==> config.mk <==
export PLATFORM = sky130hd
export DESIGN_NAME = lsu_axi_master
export DESIGN_NICKNAME = d
export VERILOG_FILES = /design/src/rtl/lsu_axi_master.sv
export SDC_FILE = /design/constraint.sdc
export NUM_CORES = 1
export LEC_CHECK = 0
export ABC_AREA = 1
export BUFFER_PORTS_ARGS = -buffer_cell sky130_fd_sc_hd__buf_2
export CAP_MARGIN = 20
export CORE_ASPECT_RATIO = 0.75
export CORE_MARGIN = 4
export CORE_UTILIZATION = 47
export DETAILED_ROUTE_END_ITERATION = 8
export PLACE_DENSITY = 0.86
export SKIP_CTS_REPAIR_TIMING = 1
export SLEW_MARGIN = 30
export SYNTH_ARGS = -nofsm -noshare
export SYNTH_HDL_FRONTEND = slang
export SYNTH_SLANG_ARGS = --single-unit
export TNS_END_PERCENT = 100
==> constraint.sdc <==
create_clock -name clk -period 1.7 [get_ports clk]
set_input_delay 0.17 -clock clk [delete_from_list [all_inputs] [get_ports clk]]
set_output_delay 0.17 -clock clk [all_outputs]
set_load 0.01 [all_outputs]
==> src/rtl/lsu_axi_master.sv <==
// rtl/lsu_axi_master.sv - single-outstanding load/store bridge onto an AXI-lite master
module lsu_axi_master (
  input  logic        clk,
  input  logic        rst,
  // core request
  input  logic        req_valid,
  output logic        req_ready,
  input  logic        req_wen,
  input  logic [31:0] req_addr,
  input  logic [31:0] req_wdata,
  input  logic [3:0]  req_wstrb,
  // core response
  output logic        resp_valid,
  input  logic        resp_ready,
  output logic [31:0] resp_rdata,
  output logic        resp_err,
  // read address channel
  output logic [31:0] araddr,
  output logic        arvalid,
  input  logic        arready,
  // read data channel
  input  logic [31:0] rdata,
  input  logic [1:0]  rresp,
  input  logic        rvalid,
  output logic        rready,
  // write address channel
  output logic [31:0] awaddr,
  output logic        awvalid,
  input  logic        awready,
  // write data channel
  output logic [31:0] wdata,
  output logic [3:0]  wstrb,
  output logic        wvalid,
  input  logic        wready,
  // write response channel
  input  logic [1:0]  bresp,
  input  logic        bvalid,
  output logic        bready
);

  typedef enum logic [2:0] {IDLE, AR, R, AW_W, B, RESP} state_t;

  state_t state;
  logic   wen_q;
  logic   aw_done;
  logic   w_done;
  logic   aw_fire;
  logic   w_fire;

  // Address/data handshakes completing this cycle on the write side.
  assign aw_fire = awvalid && awready;
  assign w_fire  = wvalid && wready;

  // Transaction sequencer; every interface output is a register so nothing
  // depends combinationally on the slave ready inputs.
  always_ff @(posedge clk or negedge rst) begin
    if (!rst) begin
      state      <= IDLE;
      wen_q      <= 1'b0;
      aw_done    <= 1'b0;
      w_done     <= 1'b0;
      req_ready  <= 1'b0;
      resp_valid <= 1'b0;
      resp_rdata <= 32'h0;
      resp_err   <= 1'b0;
      araddr     <= 32'h0;
      arvalid    <= 1'b0;
      rready     <= 1'b0;
      awaddr     <= 32'h0;
      awvalid    <= 1'b0;
      wdata      <= 32'h0;
      wstrb      <= 4'h0;
      wvalid     <= 1'b0;
      bready     <= 1'b0;
    end else begin
      case (state)
        IDLE: begin
          if (req_valid && req_ready) begin
            req_ready <= 1'b0;
            wen_q     <= req_wen;
            if (req_wen) begin
              awaddr  <= req_addr;
              wdata   <= req_wdata;
              wstrb   <= req_wstrb;
              awvalid <= 1'b1;
              wvalid  <= 1'b1;
              state   <= AW_W;
            end else begin
              araddr  <= req_addr;
              arvalid <= 1'b1;
              state   <= AR;
            end
          end else begin
            // Also brings req_ready up in the first cycle after reset.
            req_ready <= 1'b1;
          end
        end
        AR: begin
          if (arready) begin
            arvalid <= 1'b0;
            rready  <= 1'b1;
            state   <= R;
          end
        end
        R: begin
          if (rvalid) begin
            rready     <= 1'b0;
            resp_rdata <= rdata;
            resp_err   <= (rresp != 2'b00);
            resp_valid <= 1'b1;
            state      <= RESP;
          end
        end
        AW_W: begin
          if (aw_fire) begin
            awvalid <= 1'b0;
            aw_done <= 1'b1;
          end
          if (w_fire) begin
            wvalid <= 1'b0;
            w_done <= 1'b1;
          end
          // Both halves done, in whichever order; flags cleared for next write.
          if ((aw_done || aw_fire) && (w_done || w_fire)) begin
            aw_done <= 1'b0;
            w_done  <= 1'b0;
            bready  <= 1'b1;
            state   <= B;
          end
        end
        B: begin
          if (bvalid) begin
            bready     <= 1'b0;
            resp_rdata <= 32'h0;
            resp_err   <= (bresp != 2'b00);
            resp_valid <= 1'b1;
            state      <= RESP;
          end
        end
        RESP: begin
          // Never accepts a request here; req_ready only returns once in IDLE.
          if (resp_ready) begin
            resp_valid <= 1'b0;
            req_ready  <= 1'b1;
            state      <= IDLE;
          end
        end
        default: state <= IDLE;
      endcase
    end
  end

endmodule

==> run_summary.xml, run 1 <==
<?xml version="1.0" encoding="UTF-8"?>
<metrics>
  <group name="route">
    <metric name="dr_wl_met2" unit="um">8670</metric>
    <metric name="first_pass_iters" unit="">5</metric>
    <metric name="route.layer.met1.wl" unit="um">7020</metric>
    <metric name="total_number_of_vias" unit="">5468</metric>
    <metric name="drt_drc" unit="">0</metric>
    <metric name="met3RoutedLength" unit="um">1440</metric>
    <metric name="drt_iter0_markers" unit="">319</metric>
    <metric name="drt-wirelength-per-cell" unit="um">15.7</metric>
    <metric name="vias_per_inst" unit="">4.90</metric>
    <metric name="final_antenna_net_count" unit="">0</metric>
    <metric name="routed.top_layer" unit="">met4</metric>
    <metric name="wirelength" unit="um">17600</metric>
  </group>
  <group name="logic_synthesis">
    <metric name="synth-warning-count" unit="">0</metric>
    <metric name="syn_avg_cell_area" unit="sq um">9.14</metric>
    <metric name="yosys_register_bits" unit="">145</metric>
    <metric name="synth_cell_types" unit="">20</metric>
    <metric name="syn_inst" unit="">638</metric>
    <metric name="post_synth_instance_area" unit="sq mm">0.00583</metric>
    <metric name="yosysSeqAreaShare" unit="%">62.2</metric>
    <metric name="biggest_area_contributors_in_the_synthesized_netlist" unit="">dfrtp_1 62%, nand2_1 18%, o21ai_0 3.9%</metric>
    <metric name="synth.net_count" unit="">752</metric>
    <metric name="yosys_top_cell_area_share" unit="%">62.2</metric>
    <metric name="synth_largest_area_cell" unit="">dfrtp_1</metric>
  </group>
  <group name="worst_setup_path">
    <metric name="worstSetupEndpointType" unit="">flop</metric>
    <metric name="worst-path-max-fanout" unit="">34</metric>
    <metric name="critical-path-slowest-cell" unit="">dfrtp_1</metric>
    <metric name="critical_path_required" unit="ns">2.00</metric>
    <metric name="worstPathCellList" unit="">inv_1 &gt; nand3_1 &gt; nand2_1 &gt; nor2_4 &gt; inv_2 &gt; buf_12 &gt; nand2_1 &gt; nand2_1</metric>
    <metric name="path_class" unit="">reg2reg</metric>
    <metric name="critical_path.n_buffers_inverters" unit="">3</metric>
    <metric name="cp.arrival" unit="ns">1.90</metric>
    <metric name="crit_path_max_incr_delay" unit="ns">0.52</metric>
    <metric name="critical_path.startpoint_type" unit="">flop</metric>
    <metric name="critical_path.top_delay_family" unit="">simple AND/OR/NAND/NOR gates</metric>
    <metric name="critical_path.most_common_cell" unit="">nand2_1</metric>
  </group>
  <group name="status">
    <metric name="violations_in_the_final_reports" unit="">hold timing</metric>
    <metric name="status" unit="">complete, but fails checks</metric>
  </group>
  <group name="global_routing">
    <metric name="grt_max_degree" unit="">103</metric>
    <metric name="wire_length_of_the_first_global_routing_pass" unit="um">24000</metric>
    <metric name="grt_pass1_vias" unit="">4859</metric>
    <metric name="overflow" unit="">0</metric>
    <metric name="global_route.usage.total" unit="%">21.1</metric>
    <metric name="antenna_found_initial" unit="">0</metric>
  </group>
  <group name="sta">
    <metric name="timing.hold.ws" unit="ns">-0.0223</metric>
    <metric name="maxSlewHeadroom" unit="%">77.0</metric>
    <metric name="fmax" unit="MHz">623</metric>
    <metric name="worst_slack" unit="ns">0.0939</metric>
    <metric name="rsz0062_at_grt" unit="">no</metric>
    <metric name="finalHoldViolations" unit="">8</metric>
    <metric name="worst_pin_slew" unit="ns">0.345</metric>
    <metric name="min_period_over_period" unit="%">94.5</metric>
    <metric name="final-max-slew-violation-count" unit="">0</metric>
    <metric name="finalCriticalPeriod" unit="ns">1.61</metric>
    <metric name="totalNegativeSetupSlack" unit="ns">0</metric>
    <metric name="worst_clock_skew" unit="ns">0.0123</metric>
    <metric name="report.final.setup_viol" unit="">0</metric>
  </group>
  <group name="clock_tree">
    <metric name="clockBufferDepth" unit="">2</metric>
    <metric name="worst_setup_hold_path_clk_slew" unit="ns">0.07</metric>
    <metric name="clock_sink_count" unit="">145</metric>
    <metric name="cts-buffers-inserted" unit="">17</metric>
    <metric name="clockRootBuffer" unit="">clkbuf_16</metric>
    <metric name="clk_latency" unit="ns">0.41</metric>
    <metric name="ctsHtreeMaxLevel" unit="">4</metric>
    <metric name="tritoncts" unit="">yes</metric>
  </group>
  <group name="floorplanning">
    <metric name="core_area" unit="sq mm">0.0119</metric>
    <metric name="placement_rows" unit="">34</metric>
    <metric name="i_o_pin_count" unit="">254</metric>
    <metric name="dieArea" unit="sq mm">0.0143</metric>
    <metric name="die-width" unit="um">137</metric>
    <metric name="initial_core_util" unit="%">49.1</metric>
    <metric name="chipHeight" unit="um">104</metric>
  </group>
  <group name="layout">
    <metric name="num-nets-final" unit="">1054</metric>
    <metric name="layout.cells.most_common" unit="">nand2_1</metric>
    <metric name="leading_cell_types_in_the_layout_fill_and_taps_excluded" unit="">278 x nand2_1, 252 x buf_2, 144 x dfrtp_1</metric>
    <metric name="antenna_cells" unit="">0</metric>
    <metric name="fin_util" unit="%">71.0</metric>
    <metric name="layout-drive-gt1-share" unit="%">34.0</metric>
    <metric name="area_delta_synth_final" unit="%">44.6</metric>
  </group>
  <group name="min_path">
    <metric name="worst_hold_path_type" unit="">in2reg</metric>
  </group>
  <group name="job">
    <metric name="maxCapViolCount" unit="">0</metric>
  </group>
  <group name="placement">
    <metric name="gpl.final_weighted_congestion" unit="">0.861</metric>
    <metric name="post-place-ws" unit="ns">0.00670</metric>
    <metric name="place_hpwl" unit="um">10900</metric>
    <metric name="i_o_buffers" unit="">253</metric>
  </group>
  <group name="pwr">
    <metric name="p_leak" unit="nW">4.84</metric>
    <metric name="power.density_cell_area" unit="mW/mm^2">1890</metric>
    <metric name="worst_ir_drop_vdd" unit="mV">0.855</metric>
  </group>
</metrics>
## cells in the mapped netlist, drive strengths merged
| cell | count |
|---|---|
| inv | 49 |
| nand4 | 1 |
| buf | 25 |
| dfrtp | 145 |
| nor2 | 11 |
| nand3 | 42 |
| nand2 | 280 |
| clkbuf | 7 |
| a21oi | 2 |
| o22ai | 1 |
| o21ai | 75 |
## power by group
| part | switching (W) | total [W] | internal [W] |
|---|---|---|---|
| clock network | 0.00161 | 0.00385 | 0.00225 |
| registers | 0.000937 | 0.00599 | 0.00506 |
| logic | 0.00365 | 0.00610 | 0.00246 |
| total | 0.00619 | 0.0159 | 0.00976 |
## area by class of cell
| type | count | area (sq um) |
|---|---|---|
| Sequential cell | 145 | 3630 |
| Fill cell | 843 | 3440 |
| Timing Repair Buffer | 315 | 2000 |
| Multi-Input combinational cell | 412 | 1800 |
| Clock buffer | 17 | 425 |
| Tap cell | 162 | 203 |
| Clock inverter | 15 | 190 |
| Inverter | 49 | 186 |
## per-stage QoR
step | hold slack (ns) | cells | power [W] | area [sq um]
floorplan | -0.126 | 638 | 0.00930 | 5830
global placement | 0.0863 | 1033 | 0.0116 | 7270
detailed placement | 0.0867 | 1033 | 0.0119 | 7270
CTS | -0.355 | 1065 | 0.0158 | 7880
global route | -0.0113 | 1115 | 0.0170 | 8430
finish | -0.0223 | 1115 | 0.0159 | 8430
## worst paths after layout
kind	start	to	slack [ns]	cells after the start
max in group asynchronous	rst	awaddr[11]	0.89	3
worst max-delay path	state[0]	resp_rdata[30]	0.09	8
worst min register to register	wdata[8]	wdata[8]	0.47	2
worst min-delay path	req_wdata[2]	wdata[2]	-0.02	3
worst max register to register	state[0]	resp_rdata[30]	0.09	8
min in group asynchronous	rst	awaddr[24]	0.23	2
## state kept, by name, summed over array words and instances (netlist names)
name / flops
aw_done: 1
wvalid: 1
wstrb: 4
araddr: 32
resp_valid: 1
resp_rdata: 32
wdata: 32
arvalid: 1
req_ready: 1
awaddr: 32
awvalid: 1
rready: 1
resp_err: 1
state: 3
bready: 1
w_done: 1
## logic make-up (layout without fill, tap and decap cells)
logic type / count (synthesis) / after routing / share of synthesized area (%)
flops: 145 / 145 / 62.2
simple gates: 334 / 334 / 23.1
buf+inv: 81 / 396 / 7.16
compound gates: 78 / 78 / 7.49
## worst reg2reg max path: cells and delay by family (launching register included)
kind | cells | cell delay [ns]
simple gates | 5 | 0.58
flops | 1 | 0.52
buf+inv | 3 | 0.40
## metal layers
| metal | global-route usage [%] | vias to the layer above |
|---|---|---|
| met5 | 0 | - |
| li1 | - | 2599 |
| met2 | 34.5 | 258 |
| met1 | 27.4 | 2576 |
| met4 | 5.83 | 0 |
| met3 | 6.38 | 35 |
Power figures use the tool's default switching activity.
==> run 2, diff against run 1 <==
BUFFER_PORTS_ARGS = -buffer_cell sky130_fd_sc_hd__buf_4   (was -buffer_cell sky130_fd_sc_hd__buf_2)
==> run_summary.xml, run 2 (synthesis results as in run 1) <==
<?xml version="1.0" encoding="UTF-8"?>
<metrics>
  <group name="status">
    <metric name="status" unit="">complete, but fails checks</metric>
    <metric name="violations_in_the_final_reports" unit="">hold timing</metric>
  </group>
  <group name="sta">
    <metric name="report.final.setup_viol" unit="">0</metric>
    <metric name="finalCriticalPeriod" unit="ns">1.62</metric>
    <metric name="min_period_over_period" unit="%">95.6</metric>
    <metric name="final-max-slew-violation-count" unit="">0</metric>
    <metric name="totalNegativeSetupSlack" unit="ns">0</metric>
    <metric name="worst_clock_skew" unit="ns">0.0116</metric>
    <metric name="fmax" unit="MHz">616</metric>
    <metric name="maxSlewHeadroom" unit="%">71.6</metric>
    <metric name="worst_pin_slew" unit="ns">0.426</metric>
    <metric name="finalHoldViolations" unit="">4</metric>
    <metric name="timing.hold.ws" unit="ns">-0.00871</metric>
    <metric name="worst_slack" unit="ns">0.0753</metric>
  </group>
  <group name="layout">
    <metric name="fin_util" unit="%">76.2</metric>
    <metric name="instances_no_fill" unit="">1120</metric>
    <metric name="num-nets-final" unit="">1059</metric>
    <metric name="area_delta_synth_final" unit="%">55.0</metric>
    <metric name="antenna_cells" unit="">0</metric>
    <metric name="final.fill_count" unit="">773</metric>
    <metric name="layout-drive-gt1-share" unit="%">33.6</metric>
    <metric name="leading_cell_types_in_the_layout_fill_and_taps_excluded" unit="">278 x nand2_1, 260 x buf_4, 144 x dfrtp_1</metric>
    <metric name="layout.cells.most_common" unit="">nand2_1</metric>
  </group>
  <group name="floorplanning">
    <metric name="chipHeight" unit="um">104</metric>
    <metric name="placement_rows" unit="">34</metric>
    <metric name="die-width" unit="um">137</metric>
    <metric name="initial_core_util" unit="%">49.1</metric>
    <metric name="core_area" unit="sq mm">0.0119</metric>
    <metric name="i_o_pin_count" unit="">254</metric>
    <metric name="dieArea" unit="sq mm">0.0143</metric>
  </group>
  <group name="min_path">
    <metric name="hold_start" unit="">rdata[20]</metric>
    <metric name="timing.hold.worst_path_depth" unit="">3</metric>
    <metric name="worst_hold_path_type" unit="">in2reg</metric>
    <metric name="worstHoldEndpoint" unit="">resp_rdata[20]</metric>
  </group>
  <group name="route">
    <metric name="drt_iter0_markers" unit="">332</metric>
    <metric name="drt_drc" unit="">0</metric>
    <metric name="vias_per_inst" unit="">4.93</metric>
    <metric name="first_pass_iters" unit="">5</metric>
    <metric name="drt-wirelength-per-cell" unit="um">16.1</metric>
    <metric name="final_antenna_net_count" unit="">0</metric>
    <metric name="total_number_of_vias" unit="">5519</metric>
    <metric name="wirelength" unit="um">18100</metric>
  </group>
  <group name="clock_tree">
    <metric name="cts-buffers-inserted" unit="">17</metric>
    <metric name="clockRootBuffer" unit="">clkbuf_16</metric>
    <metric name="clk_latency" unit="ns">0.40</metric>
    <metric name="clock_sink_count" unit="">145</metric>
    <metric name="clockBufferDepth" unit="">2</metric>
    <metric name="worst_setup_hold_path_clk_slew" unit="ns">0.06</metric>
    <metric name="ctsHtreeMaxLevel" unit="">4</metric>
    <metric name="tritoncts" unit="">yes</metric>
  </group>
  <group name="worst_setup_path">
    <metric name="worst-path-max-fanout" unit="">34</metric>
    <metric name="critical_path_required" unit="ns">1.98</metric>
    <metric name="worstSetupEndpointType" unit="">flop</metric>
    <metric name="timing.rr.end" unit="">wdata[9]</metric>
    <metric name="worst-r2r-cell-count" unit="">9</metric>
    <metric name="cp.arrival" unit="ns">1.91</metric>
    <metric name="worstReg2RegStart" unit="">state[1]</metric>
    <metric name="path_class" unit="">reg2reg</metric>
    <metric name="critical_path.startpoint_type" unit="">flop</metric>
    <metric name="reg2reg_slack" unit="ns">0.08</metric>
  </group>
  <group name="placement">
    <metric name="post-place-ws" unit="ns">0.0170</metric>
    <metric name="gpl.final_weighted_congestion" unit="">0.821</metric>
    <metric name="i_o_buffers" unit="">253</metric>
    <metric name="place_hpwl" unit="um">11600</metric>
    <metric name="placed_cells" unit="">1035</metric>
  </group>
  <group name="pwr">
    <metric name="worst_ir_drop_vdd" unit="mV">1.17</metric>
    <metric name="power.density_cell_area" unit="mW/mm^2">1870</metric>
    <metric name="cellInternalPower" unit="W">0.0106</metric>
    <metric name="switchingPower" unit="W">0.00629</metric>
    <metric name="power.switching_fraction" unit="%">37.2</metric>
    <metric name="seq_power_share" unit="%">35.8</metric>
    <metric name="clkPwrFrac" unit="%">22.6</metric>
    <metric name="part_of_the_power_in_combinational_logic" unit="%">41.5</metric>
    <metric name="p_leak" unit="nW">5.00</metric>
  </group>
  <group name="global_routing">
    <metric name="grt_pass1_vias" unit="">5107</metric>
    <metric name="overflow" unit="">0</metric>
    <metric name="grt_max_degree" unit="">69</metric>
    <metric name="global_route.usage.total" unit="%">22.6</metric>
    <metric name="wire_length_of_the_first_global_routing_pass" unit="um">25700</metric>
    <metric name="antenna_found_initial" unit="">0</metric>
  </group>
  <group name="job">
    <metric name="maxCapViolCount" unit="">0</metric>
  </group>
</metrics>
[run 2: through the flow]
stage                     power [W]  area, sq um
after global routing         0.0180         9040
after floorplan             0.00930         5830
after global placement       0.0126         7900
after CTS                    0.0168         8510
after detailed placement     0.0129         7900
final                        0.0169         9040
[run 2: power groups by stage]
stage	clock network [W]	logic [W]	registers (W)
2_1_floorplan	0	0.00267	0.00663
3_3_place_gp	0	0.00662	0.00597
3_5_place_dp	0	0.00686	0.00601
4_1_cts	0.00388	0.00688	0.00601
5_1_grt	0.00405	0.00766	0.00624
6_report	0.00383	0.00702	0.00605
[run 2: critical path, cell delays in order (launching register included)]
cell and delay, ns:
dfrtp_2 0.45, nor2_4 0.11, inv_2 0.06, nor2_4 0.09
nand2_2 0.11, nor2_8 0.12, clkinv_2 0.09, buf_4 0.25
nand2_1 0.13, nand2_1 0.08
[run 2: cell type report]
cell class,instances,area [sq um],area share [%]
tap,162,203,2.24
multi-input combinational,412,1790,19.8
inverter,49,185,2.05
clock buffer,18,439,4.86
timing repair buffer,320,2620,29.0
sequential,145,3630,40.2
clock inverter,14,169,1.87
[run 2: worst max-delay path by stage]
| stage | from | end | slack [ns] | cells after the start |
|---|---|---|---|---|
| finish | state[1] | wdata[9] | 0.08 | 9 |
| global placement | state[1] | wdata[12] | 0.11 | 9 |
| CTS | state[1] | awaddr[13] | 0.003 | 9 |
| detailed placement | state[1] | wdata[13] | 0.02 | 9 |
| global route | state[1] | wdata[9] | -0.01 | 9 |
| floorplan | state[2] | awaddr[22] | 0.18 | 11 |
[run 2: per-layer routing]
layer  global-route usage [%]  routed length, um  vias up
met5                        0                  0        -
met4                     6.83                370        0
met3                     7.11               1430       33
met2                     37.3               9290      252
met1                     28.3               6990     2631
li1                         -                  -     2603
==> run 3, diff against run 2 <==
CELL_PAD_IN_SITES_DETAIL_PLACEMENT = 1   (was not set)
CELL_PAD_IN_SITES_GLOBAL_PLACEMENT = 1   (was not set)
CORE_UTILIZATION = 34   (was 47)
==> run_summary.xml, run 3 (synthesis results as in run 1) <==
<?xml version="1.0" encoding="UTF-8"?>
<metrics>
  <group name="clock_tree">
    <metric name="clockRootBuffer" unit="">clkbuf_16</metric>
    <metric name="clk_latency" unit="ns">0.42</metric>
    <metric name="ctsHtreeMaxLevel" unit="">4</metric>
    <metric name="clockBufferDepth" unit="">2</metric>
    <metric name="worst_setup_hold_path_clk_slew" unit="ns">0.07</metric>
    <metric name="cts-buffers-inserted" unit="">17</metric>
    <metric name="tritoncts" unit="">yes</metric>
    <metric name="clock_sink_count" unit="">145</metric>
  </group>
  <group name="worst_setup_path">
    <metric name="crit_path_max_incr_delay" unit="ns">0.48</metric>
    <metric name="timing.rr.end" unit="">awaddr[14]</metric>
    <metric name="critical_path.most_common_cell" unit="">nor2_4</metric>
    <metric name="worstPathCellList" unit="">nor2_4 &gt; inv_2 &gt; nor2_4 &gt; nand2_2 &gt; nor2_8 &gt; inv_4 &gt; buf_12 &gt; o21ai_1</metric>
    <metric name="worst-path-max-fanout" unit="">53</metric>
    <metric name="critical-path-slowest-cell" unit="">dfrtp_2</metric>
    <metric name="critical_path.n_buffers_inverters" unit="">3</metric>
    <metric name="worst-r2r-cell-count" unit="">8</metric>
    <metric name="critical_path_required" unit="ns">2.01</metric>
    <metric name="reg2reg_slack" unit="ns">0.04</metric>
    <metric name="worstReg2RegStart" unit="">state[2]</metric>
    <metric name="cp.arrival" unit="ns">1.97</metric>
    <metric name="path_class" unit="">reg2reg</metric>
    <metric name="critical_path.startpoint_type" unit="">flop</metric>
    <metric name="worstSetupEndpointType" unit="">flop</metric>
    <metric name="critical_path.top_delay_family" unit="">simple AND/OR/NAND/NOR gates</metric>
  </group>
  <group name="pwr">
    <metric name="power.density_cell_area" unit="mW/mm^2">1860</metric>
    <metric name="p_leak" unit="nW">5.07</metric>
    <metric name="part_of_the_power_in_combinational_logic" unit="%">43.4</metric>
    <metric name="clkPwrFrac" unit="%">20.6</metric>
    <metric name="power.switching_fraction" unit="%">40.0</metric>
    <metric name="cellInternalPower" unit="W">0.0104</metric>
    <metric name="seq_power_share" unit="%">36.0</metric>
    <metric name="worst_ir_drop_vdd" unit="mV">0.881</metric>
    <metric name="total_power" unit="W">0.0172</metric>
    <metric name="switchingPower" unit="W">0.00690</metric>
  </group>
  <group name="route">
    <metric name="drt-wirelength-per-cell" unit="um">19.8</metric>
    <metric name="first_pass_iters" unit="">4</metric>
    <metric name="total_number_of_vias" unit="">5789</metric>
    <metric name="wirelength" unit="um">23700</metric>
    <metric name="vias_per_inst" unit="">4.85</metric>
    <metric name="final_antenna_net_count" unit="">0</metric>
    <metric name="drt_iter0_markers" unit="">352</metric>
    <metric name="drt_drc" unit="">0</metric>
  </group>
  <group name="placement">
    <metric name="place_hpwl" unit="um">14500</metric>
    <metric name="gpl.final_weighted_congestion" unit="">0.818</metric>
    <metric name="i_o_buffers" unit="">253</metric>
    <metric name="placed_cell_area" unit="sq mm">0.00801</metric>
  </group>
  <group name="sta">
    <metric name="finalCriticalPeriod" unit="ns">1.66</metric>
    <metric name="maxSlewHeadroom" unit="%">66.1</metric>
    <metric name="worst_pin_slew" unit="ns">0.509</metric>
    <metric name="finalHoldViolations" unit="">0</metric>
    <metric name="report.final.setup_viol" unit="">0</metric>
    <metric name="totalNegativeSetupSlack" unit="ns">0</metric>
    <metric name="fmax" unit="MHz">603</metric>
    <metric name="final-max-slew-violation-count" unit="">0</metric>
    <metric name="min_period_over_period" unit="%">97.5</metric>
    <metric name="worst_clock_skew" unit="ns">0.0152</metric>
  </group>
  <group name="layout">
    <metric name="final.fill_count" unit="">1880</metric>
    <metric name="antenna_cells" unit="">0</metric>
    <metric name="num-nets-final" unit="">1080</metric>
    <metric name="layout.cells.most_common" unit="">nand2_1</metric>
    <metric name="area_delta_synth_final" unit="%">59.0</metric>
    <metric name="leading_cell_types_in_the_layout_fill_and_taps_excluded" unit="">277 x nand2_1, 267 x buf_4, 142 x dfrtp_1</metric>
    <metric name="layout-drive-gt1-share" unit="%">34.5</metric>
    <metric name="final_design_area_no_fill" unit="sq mm">0.00928</metric>
  </group>
  <group name="global_routing">
    <metric name="grt_pass1_vias" unit="">5811</metric>
    <metric name="wire_length_of_the_first_global_routing_pass" unit="um">31400</metric>
    <metric name="grt_max_degree" unit="">54</metric>
    <metric name="overflow" unit="">0</metric>
    <metric name="global_route.usage.total" unit="%">20.6</metric>
    <metric name="antenna_found_initial" unit="">0</metric>
  </group>
  <group name="floorplanning">
    <metric name="i_o_pin_count" unit="">254</metric>
    <metric name="core_area" unit="sq mm">0.0168</metric>
    <metric name="placement_rows" unit="">41</metric>
    <metric name="chipHeight" unit="um">121</metric>
    <metric name="die-width" unit="um">159</metric>
    <metric name="initial_core_util" unit="%">34.7</metric>
    <metric name="dieArea" unit="sq mm">0.0193</metric>
  </group>
  <group name="min_path">
    <metric name="timing.hold.worst_path_depth" unit="">3</metric>
    <metric name="worst_hold_path_type" unit="">in2reg</metric>
    <metric name="worstHoldEndpoint" unit="">resp_rdata[16]</metric>
    <metric name="hold_start" unit="">rdata[16]</metric>
  </group>
  <group name="status">
    <metric name="status" unit="">completed</metric>
  </group>
  <group name="job">
    <metric name="maxCapViolCount" unit="">0</metric>
  </group>
</metrics>
run 3: cell count changes in the layout (fill, tap and decap cells not counted), sizes merged:
cell,change
dlygate4sd3,+12
buf,+8
clkinvlp,+3
bufinv,-2
clkinv,+1
inv,-1
run 3: routing by layer:
metal	up-vias	part of all wire, %	global-route usage, %
met5	-	0	0
met4	0	1.6	5.15
met3	27	8.2	9.07
met2	237	51	34.5
met1	2866	39	24.5
li1	2659	-	-
run 3: worst min-delay path: stages:
cell and delay [ns]:
buf_4 0.08, nand3_1 0.06, nand2_1 0.06
run 3: worst max path at each step:
stage,start,endpoint,slack [ns],cells after the start
4_1_cts,state[2],awaddr[12],-0.05,8
5_1_grt,state[1],resp_rdata[0],-0.06,10
3_3_place_gp,state[1],awaddr[12],0.09,9
6_report,state[2],awaddr[14],0.04,8
3_5_place_dp,state[2],awaddr[12],0.009,9
2_1_floorplan,state[2],awaddr[22],0.18,11
run 3: per-stage QoR:
stage / hold WS [ns] / setup WS, ns / util [%] / instances
2_1_floorplan: -0.126 / 0.180 / - / 638
3_3_place_gp: 0.159 / 0.0897 / 47.6 / 1094
3_5_place_dp: 0.158 / 0.00912 / 47.6 / 1094
4_1_cts: -0.297 / -0.0469 / 50.9 / 1126
5_1_grt: -0.0133 / -0.0640 / 55.1 / 1194
6_report: 0.000834 / 0.0424 / 55.1 / 1194
run 3: final cells by class:
| cell class | count | area, sq um | share of cell area (%) |
|---|---|---|---|
| flip-flops and latches | 145 | 3630 | 39.2 |
| repair buffers | 341 | 2830 | 30.5 |
| multi-input cells | 412 | 1800 | 19.4 |
| clock buffers | 17 | 425 | 4.59 |
| well taps | 215 | 269 | 2.90 |
| inverters | 49 | 186 | 2.01 |
| clock inverters | 15 | 126 | 1.36 |
run 3: power by group through the flow:
stage / sequential [W] / combinational [W] / clock (W)
floorplan: 0.00663 / 0.00267 / 0
global placement: 0.00604 / 0.00672 / 0
detailed placement: 0.00611 / 0.00707 / 0
CTS: 0.00612 / 0.00709 / 0.00358
global route: 0.00641 / 0.00818 / 0.00378
finish: 0.00621 / 0.00748 / 0.00355
